--- src/rtl/mem_arbiter.sv ---
// Two-requester RAM arbiter: serialises data and instruction accesses onto one
// RAM port (data first), pulses ihit/dhit on completion, flags stalled RAM via merr.
module mem_arbiter #(
  parameter int TIMEOUT = 64
) (
  input  logic        CLK,
  input  logic        nRST,
  input  logic        iREN,
  input  logic [31:0] iaddr,
  input  logic        dREN,
  input  logic        dWEN,
  input  logic [31:0] daddr,
  input  logic [31:0] dstore,
  output logic        ihit,
  output logic        dhit,
  output logic [31:0] iload,
  output logic [31:0] dload,
  output logic        ramREN,
  output logic        ramWEN,
  output logic [31:0] ramaddr,
  output logic [31:0] ramstore,
  input  logic [31:0] ramload,
  input  logic        ramready,
  output logic        merr,
  output logic [2:0]  dbg_state
);

  // Handshake: iREN/dREN/dWEN are levels sampled only in IDLE; once sampled the
  // access runs to completion (hit) or timeout regardless of the request level.
  // ramready is a one-cycle completion honoured only while a strobe is up.

  localparam int CW = $clog2(TIMEOUT + 1);
  localparam logic [CW-1:0] CNT_LAST = CW'(TIMEOUT - 1);

  typedef enum logic [2:0] {
    IDLE  = 3'd0,
    DACC  = 3'd1,
    IACC  = 3'd2,
    DRESP = 3'd3,
    IRESP = 3'd4
  } state_t;

  state_t        state, state_n;
  logic [CW-1:0] cnt, cnt_n;
  logic          ren_n, wen_n, ihit_n, dhit_n, merr_n;
  logic [31:0]   addr_n, store_n, iload_n, dload_n;

  assign dbg_state = state;

  always_ff @(posedge CLK or negedge nRST) begin
    if (!nRST) begin
      state    <= IDLE;
      cnt      <= '0;
      ramREN   <= 1'b0;
      ramWEN   <= 1'b0;
      ramaddr  <= '0;
      ramstore <= '0;
      ihit     <= 1'b0;
      dhit     <= 1'b0;
      iload    <= '0;
      dload    <= '0;
      merr     <= 1'b0;
    end else begin
      state    <= state_n;
      cnt      <= cnt_n;
      ramREN   <= ren_n;
      ramWEN   <= wen_n;
      ramaddr  <= addr_n;
      ramstore <= store_n;
      ihit     <= ihit_n;
      dhit     <= dhit_n;
      iload    <= iload_n;
      dload    <= dload_n;
      merr     <= merr_n;
    end
  end

  always_comb begin
    state_n = state;
    cnt_n   = cnt;
    ren_n   = ramREN;
    wen_n   = ramWEN;
    addr_n  = ramaddr;
    store_n = ramstore;
    ihit_n  = 1'b0;
    dhit_n  = 1'b0;
    iload_n = iload;
    dload_n = dload;
    merr_n  = merr;

    unique case (state)
      IDLE: begin
        if (dWEN || dREN) begin
          state_n = DACC;
          wen_n   = dWEN;
          ren_n   = !dWEN;
          addr_n  = daddr;
          store_n = dstore;
          cnt_n   = '0;
        end else if (iREN) begin
          state_n = IACC;
          ren_n   = 1'b1;
          wen_n   = 1'b0;
          addr_n  = iaddr;
          cnt_n   = '0;
        end
      end

      DACC: begin
        if (ramready) begin
          // ramWEN still holds the latched op, so writes leave dload alone
          if (!ramWEN) dload_n = ramload;
          state_n = DRESP;
          dhit_n  = 1'b1;
          ren_n   = 1'b0;
          wen_n   = 1'b0;
        end else if (cnt == CNT_LAST) begin
          state_n = IDLE;
          merr_n  = 1'b1;
          ren_n   = 1'b0;
          wen_n   = 1'b0;
        end else begin
          cnt_n = cnt + CW'(1);
        end
      end

      IACC: begin
        if (ramready) begin
          iload_n = ramload;
          state_n = IRESP;
          ihit_n  = 1'b1;
          ren_n   = 1'b0;
          wen_n   = 1'b0;
        end else if (cnt == CNT_LAST) begin
          state_n = IDLE;
          merr_n  = 1'b1;
          ren_n   = 1'b0;
          wen_n   = 1'b0;
        end else begin
          cnt_n = cnt + CW'(1);
        end
      end

      DRESP: state_n = IDLE;

      IRESP: state_n = IDLE;

      default: begin
        state_n = IDLE;
        ren_n   = 1'b0;
        wen_n   = 1'b0;
      end
    endcase
  end

endmodule

--- config.mk ---
export PLATFORM = sky130hd
export DESIGN_NAME = mem_arbiter
export DESIGN_NICKNAME = d
export VERILOG_FILES = /design/src/rtl/mem_arbiter.sv
export SDC_FILE = /design/constraint.sdc
export NUM_CORES = 1
export LEC_CHECK = 0
export ABC_CLOCK_PERIOD_IN_PS = 1600
export BUFFER_PORTS_ARGS = -buffer_cell sky130_fd_sc_hd__buf_2
export CAP_MARGIN = 20
export CORE_MARGIN = 4
export CORE_UTILIZATION = 42
export CTS_CLUSTER_SIZE = 8
export DETAILED_ROUTE_END_ITERATION = 16
export HOLD_SLACK_MARGIN = 0.12
export PLACE_DENSITY = 0.87
export SYNTH_ARGS = -nofsm -noshare
export SYNTH_HDL_FRONTEND = slang
export SYNTH_SLANG_ARGS = --single-unit
--- constraint.sdc ---
create_clock -name CLK -period 1.6 [get_ports CLK]
set_clock_uncertainty 0.1 [all_clocks]
set_input_delay 0.08 -clock CLK [delete_from_list [all_inputs] [get_ports CLK]]
set_output_delay 0.08 -clock CLK [all_outputs]
set_load 0.01 [all_outputs]
==> results of run 1 <==
-- layout by cell type (no fill, tap or decap), types with 2 or more instances in the layout --
cell           instances
mux2i_1               33
nand2_4                3
clkinv_2               3
diode_2                2
dfrtp_1              140
buf_2                268
clkbuf_8               5
clkinvlp_4             5
nor2_1                 2
nand2_2               22
inv_1                  2
dfrtp_2                3
o21ai_2               22
clkbuf_16             26
buf_16                 2
o211ai_1               3
nor3_1                 3
buf_4                 28
buf_6                 14
o21ai_1               11
nand2_1               17
mux2_2                35
buf_12                10
or4_1                  3
mux2_4                61
dlygate4sd3_1        134
buf_8                  4
o21ai_4                2
-- synthesized netlist by cell type --
| cell | count | area share (%) |
|---|---|---|
| a22o_1 | 1 | 0.15 |
| or4_1 | 3 | 0.39 |
| nor2_1 | 4 | 0.26 |
| o31a_1 | 1 | 0.15 |
| mux2_2 | 91 | 18 |
| inv_1 | 2 | 0.13 |
| o2bb2ai_1 | 2 | 0.30 |
| or2_1 | 1 | 0.11 |
| nand2_1 | 42 | 2.7 |
| nand2b_1 | 1 | 0.11 |
| o311a_1 | 1 | 0.17 |
| nor3_1 | 3 | 0.26 |
| nand3b_1 | 1 | 0.13 |
| nor4b_1 | 1 | 0.15 |
| mux2_1 | 5 | 0.97 |
| buf_2 | 18 | 1.5 |
| nand3_1 | 3 | 0.26 |
| a2bb2oi_1 | 1 | 0.15 |
| nor4b_4 | 1 | 0.41 |
| o21ai_2 | 1 | 0.15 |
| nor3_2 | 1 | 0.17 |
| o2111ai_1 | 1 | 0.15 |
| buf_4 | 2 | 0.26 |
| a31oi_1 | 1 | 0.11 |
| a31o_2 | 1 | 0.15 |
| o31ai_1 | 1 | 0.13 |
| xor2_4 | 1 | 0.47 |
| a21oi_1 | 2 | 0.17 |
| and2_1 | 1 | 0.11 |
| a211oi_1 | 1 | 0.13 |
| o211ai_1 | 3 | 0.39 |
| o21ai_0 | 34 | 2.9 |
| mux2i_1 | 33 | 5.7 |
| and4_1 | 1 | 0.15 |
| nor2b_1 | 2 | 0.21 |
| clkbuf_1 | 3 | 0.19 |
| dfrtp_1 | 143 | 61 |
| o311ai_4 | 1 | 0.45 |
| ha_1 | 1 | 0.21 |
| nor4_4 | 1 | 0.37 |
-- sequential cells by signal, summed over array words and instances (netlist names) --
name / cells
ramstore: 32
iload: 32
ramWEN: 1
ramREN: 1
merr: 1
dbg_state: 3
ihit: 1
dhit: 1
ramaddr: 32
cnt: 7
dload: 32
-- metal layers --
layer / global-route usage [%] / vias up
li1: - / 2428
met2: 45.34 / 304
met5: 0 / -
met3: 7.324 / 78
met1: 28.06 / 2756
met4: 12.44 / 0
-- cell type report --
class / count / area [um^2]
clock buffers: 23 / 498.0
well taps: 176 / 220.2
diodes: 2 / 5.005
repair buffers: 469 / 3591
clock inverters: 9 / 82.58
multi-input cells: 250 / 2631
flip-flops and latches: 143 / 3582
fillers: 706 / 2783
inverters: 2 / 7.507
-- worst register-to-register path: stages, from the launching register on --
cell and delay (ps):
dfrtp_2 420, buf_6 130, buf_4 150, xor2_4 170
o311ai_4 170, and2_4 220, o311a_1 290
-- how the worst min path moves through the flow --
stage / slack [ps] / cells after the start / startpoint / end
6_report: 70 / 4 / ramready / dhit
5_1_grt: 60 / 4 / ramready / dhit
4_1_cts: 130 / 5 / ramready / ihit
3_5_place_dp: -70 / 1 / nRST / dload[16]
3_3_place_gp: -70 / 1 / nRST / dload[16]
2_1_floorplan: -320 / 0 / nRST / cnt[0]
-- power breakdown --
part / internal (mW) / total [mW] / switching (mW) / leakage [nW]
Clock: 2.34 / 3.81 / 1.48 / 0.273
Sequential: 5.37 / 6.53 / 1.16 / 1.73
Combinational: 5.12 / 9.39 / 4.27 / 3.30
-- per-stage QoR --
| stage | area [um^2] | setup slack [ps] | instances |
|---|---|---|---|
| 6_report | 10620 | -210.0 | 1074 |
| 5_1_grt | 10620 | -232.4 | 1073 |
| 4_1_cts | 9982 | -115.8 | 1052 |
| 3_5_place_dp | 7649 | -145.0 | 869 |
| 3_3_place_gp | 7649 | -107.8 | 869 |
| 2_1_floorplan | 5903 | -138.5 | 417 |
-- cell families (layout without fill, tap and decap cells) --
group / Yosys count / in the layout / synth area share (%)
XOR/XNOR: 1 / 1 / 0.4730
flip-flops: 143 / 143 / 61.48
AO/OA/AOI/OAI: 52 / 53 / 5.675
multiplexers: 129 / 129 / 24.25
other: 0 / 2 / 0
buffers and inverters: 25 / 503 / 2.128
AND/OR/NAND/NOR: 66 / 66 / 5.782
adder cells (fa/ha/maj): 1 / 1 / 0.2149
-- what timing repair did --
item                       4_1_cts  5_1_grt
pin swaps                       20       26
setup buffers                   13        9
gates cloned                     4       12
hold endpoints to repair       285        1
setup endpoints to repair      137      138
gates resized for setup         61      121
==> flow_metrics.env, run 1 <==
export IMPL_avgSynthCellArea_um2=13.96
export IMPL_cts_sinks=143
export IMPL_dr_pass1_iters=4
export IMPL_setup_tns_ps=-10800
export IMPL_worstPathMaxFanout=4
export IMPL_clockRootBuffer="clkbuf_16"
export IMPL_cp_end_kind="flip-flop"
export IMPL_rr_endpoint="cnt[6]"
export IMPL_reg2reg_depth=6
export IMPL_post_drt_via_cell_ratio=5.182
export IMPL_hold_path_class="input port to flip-flop"
export IMPL_dr_total_vias=5566
export IMPL_grt_overflow=0
export IMPL_top_layer_used="met4"
export IMPL_worst_pin_slew_ps=545.5
export IMPL_max_stage_delay_ps=640
export IMPL_fmax_ghz=0.5525
export IMPL_grt_antenna_before_repair=1
export IMPL_ant_nets=0
export IMPL_cp_endpoint="cnt[5]"
export IMPL_finalHoldViolations=0
export IMPL_slew_headroom_pct=63.35
export IMPL_timing_rr_start="dbg_state[0]"
export IMPL_cts_clk_slew_worst_paths_ps=60
export IMPL_finalWirelength_um=22550
export IMPL_yosysSeqAreaShare_pct=61.48
export IMPL_design_core_area_mm2=0.01340
export IMPL_drt_iter0_markers=399
export IMPL_synth_seq_cells=143
export IMPL_violations="setup timing"
export IMPL_cts_buffers=17
export IMPL_dr_wl_met2_um=11860
export IMPL_hold_ws_ps=68.69
export IMPL_start_util_pct=43.44
export IMPL_top_level_ports=270
export IMPL_wl_per_cell_um=20.99
export IMPL_clock_path_buffers=2
export IMPL_syn_to_final_growth_pct=82.42
export IMPL_postLayoutCoreUtil_pct=79.23
export IMPL_synth_area_mm2=0.005821
export IMPL_ys_types=40
export IMPL_fin_crit_ps=1810
export IMPL_crit_arrival_ps=2060
export IMPL_die_h_um=125.7
export IMPL_grtUsageTotal_pct=25.56
export IMPL_drive_above_1_share_pct=59.71
export IMPL_crit_family="simple AND/OR/NAND/NOR gates"
export IMPL_die_area_mm2=0.01581
export IMPL_finalPower_mw=19.74
export IMPL_yosysWarnings=0
export IMPL_drc=0
export IMPL_die_x_um=125.7
export IMPL_path_cells="buf_2 -> dlygate4sd3_1 -> nor3_1 -> nor2b_4 -> or4_1 -> nand2_1"
export IMPL_worst_path_buf_inv=2
export IMPL_worst_slack_ps=-210.0
export IMPL_route_met3_wl_um=1528
export IMPL_crit_path_start="dWEN"
export IMPL_status="finished with violations"
export IMPL_period_share_pct=113.1
export IMPL_grt_pass1_vias=5989
export IMPL_final_max_slew_viol_count=0
export IMPL_grt_pass1_wl_um=31840
export IMPL_h_tree_depth=4
export IMPL_path_depth=6
export IMPL_insertion_delay_ps=410
export IMPL_crit_slowest_cell="dlygate4sd3_1"
export IMPL_rrSetupSlack_ps=-160
export IMPL_synthesis_nets=552
export IMPL_dp_hpwl_um=10590
export IMPL_wl_met1_um=8248
export IMPL_required_ps=1850
export IMPL_netlist_instances=417
export IMPL_critPathLaunchType="input port"
export IMPL_cts_tree="done"
export IMPL_gp_congestion=0.7733
export IMPL_grt_max_degree=53
export IMPL_ir_drop_mv=0.9616
export IMPL_num_rows=42
export IMPL_rsz0062_at_grt="true"
export IMPL_power_density_mw_per_mm2=1859
export IMPL_drv_cap=0
export IMPL_ctsHoldBuffers=135
export IMPL_finalSetupViolations=125
export IMPL_crit_type="input port to flip-flop"
export IMPL_nets=1018
export IMPL_portBuffers=269
export IMPL_leakagePower_nw=5.305
(Power assumes the default switching activity.)
==> run 2, diff against run 1 <==
ABC_CLOCK_PERIOD_IN_PS = 2150   (was 1600)
CORE_UTILIZATION = 50   (was 42)
PLACE_DENSITY = 0.95   (was 0.87)
clock period = 2.15 ns   (was 1.6 ns; I/O delays follow)
==> run 2 against run 1 <==
Compared with the run above:
- the flow now finishes without violations
- routed wire length fell by 13%
- non-clock buffer count down 56
- die area down 15%
- via count decreased by 5.9%
- hold slack better by 62 ps
- critical path type unchanged
==> flow_metrics.env, run 2 (synthesized netlist as in run 1, its figures left out) <==
export IMPL_hold_path_class="input port to asynchronous set/reset pin"
export IMPL_rsz0062_at_grt="false"
export IMPL_power_density_mw_per_mm2=1326
export IMPL_drive_above_1_share_pct=48.21
export IMPL_portBuffers=269
export IMPL_dr_total_vias=5240
export IMPL_cts_clk_slew_worst_paths_ps=60
export IMPL_worst_slack_ps=131.9
export IMPL_h_tree_depth=4
export IMPL_pre_cts_ws_ps=240.2
export IMPL_top_level_ports=270
export IMPL_cts_sinks=143
export IMPL_gp_congestion=0.7719
export IMPL_clockRootBuffer="clkbuf_16"
export IMPL_insertion_delay_ps=410
export IMPL_nets=961
export IMPL_start_util_pct=50.98
export IMPL_grt_antenna_before_repair=1
export IMPL_fin_crit_ps=2018
export IMPL_dp_hpwl_um=10650
export IMPL_required_ps=2330
export IMPL_cts_buffers=17
export IMPL_finalWirelength_um=19540
export IMPL_setup_tns_ps=0
export IMPL_drt_iter0_markers=381
export IMPL_cp_end_kind="flip-flop"
export IMPL_cts_tree="done"
export IMPL_fin_area_mm2=0.009285
export IMPL_final_max_slew_viol_count=0
export IMPL_rrSetupSlack_ps=180
export IMPL_drc=0
export IMPL_grtUsageTotal_pct=29.31
export IMPL_die_area_mm2=0.01343
export IMPL_fmax_ghz=0.4955
export IMPL_placed_area_mm2=0.007386
export IMPL_finalSetupViolations=0
export IMPL_die_h_um=115.9
export IMPL_grt_pass1_wl_um=29830
export IMPL_ant_nets=0
export IMPL_dr_pass1_iters=4
export IMPL_worstPathMaxFanout=16
export IMPL_layout_commonest_cell="buf_2"
export IMPL_grt_max_degree=66
export IMPL_wl_per_cell_um=19.86
export IMPL_num_rows=39
export IMPL_slew_headroom_pct=64.23
export IMPL_die_x_um=115.9
export IMPL_crit_type="input port to flip-flop"
export IMPL_grt_pass1_vias=5740
export IMPL_ir_drop_mv=1.015
export IMPL_postCtsSetupBuffers=0
export IMPL_post_drt_via_cell_ratio=5.325
export IMPL_crit_arrival_ps=2200
export IMPL_grt_overflow=0
export IMPL_clock_path_buffers=2
export IMPL_status="complete, no violations"
export IMPL_finalHoldViolations=0
export IMPL_critPathLaunchType="input port"
export IMPL_final_cell_mix="buf_2 (268), dfrtp_1 (143), dlygate4sd3_1 (134), mux2_2 (91), nand2_1 (42)"
export IMPL_hold_ws_ps=131.1
export IMPL_design_core_area_mm2=0.01142
export IMPL_worst_pin_slew_ps=536.6
export IMPL_syn_to_final_growth_pct=59.52
export IMPL_leakagePower_nw=4.657
export IMPL_period_share_pct=93.87
export IMPL_drv_cap=0
## run 2: changes by cell type in the layout (fill, tap and decap cells not counted), sizes merged
cell / delta
buf: -48
bufinv: -1
clkbuf: -7
clkinv: +4
clkinvlp: -5
diode: +1
o21ai: -1
## run 2: report_power, final
| part | total, mW | switching [mW] | internal, mW |
|---|---|---|---|
| clock network | 2.55 | 1.04 | 1.52 |
| registers | 4.82 | 0.829 | 3.99 |
| logic | 4.94 | 2.51 | 2.43 |
| total | 12.3 | 4.38 | 7.93 |
## run 2: repair_timing
item | in CTS | in global routing
resized for setup | 0 | 7
endpoints found under the hold margin | 285 | 0
setup endpoints to repair | 0 | 21
hold buffers | 134 | 0
## run 2: final cells by class
class,instances,area (um^2)
repair buffers,413,2874
diodes,3,7.507
multi-input cells,249,2128
well taps,143,178.9
clock buffers,24,471.7
inverters,2,7.507
clock inverters,7,38.79
flip-flops and latches,143,3578
fillers,597,2133
## run 2: path summary, 6_finish.rpt
| kind | endpoint | start | cells past startpoint |
|---|---|---|---|
| setup / recovery | ramaddr[15] | dREN | 7 |
| hold / removal | ramstore[9] | nRST | 2 |
| setup reg to reg | cnt[1] | cnt[0] | 5 |
| min in group CLK | merr | merr | 1 |
| hold reg to reg | merr | merr | 1 |
| max in group asynchronous | ramstore[16] | nRST | 3 |
## run 2: per-stage QoR
stage	power, mW	std cells	util [%]
after CTS	12.11	980	80.90
final	12.31	984	81.32
after global routing	13.01	982	81.27
after detailed placement	9.338	815	64.68
after floorplan	7.248	417	-
after global placement	9.030	815	64.68
## run 2: worst max-delay path: stages
cell and delay, ps:
dlygate4sd3_1 550, buf_2 150, or2_4 310, buf_12 180
mux2i_1 190, dlygate4sd3_1 600, o21ai_0 90
## run 2: metal layers
metal | up-vias | wire (um) | global-route usage [%]
met3 | 84 | 1461 | 7.833
met4 | 0 | 954 | 16.01
met2 | 285 | 10500 | 53.16
met1 | 2566 | 6624 | 30.70
met5 | - | 0 | 0
li1 | 2305 | - | -
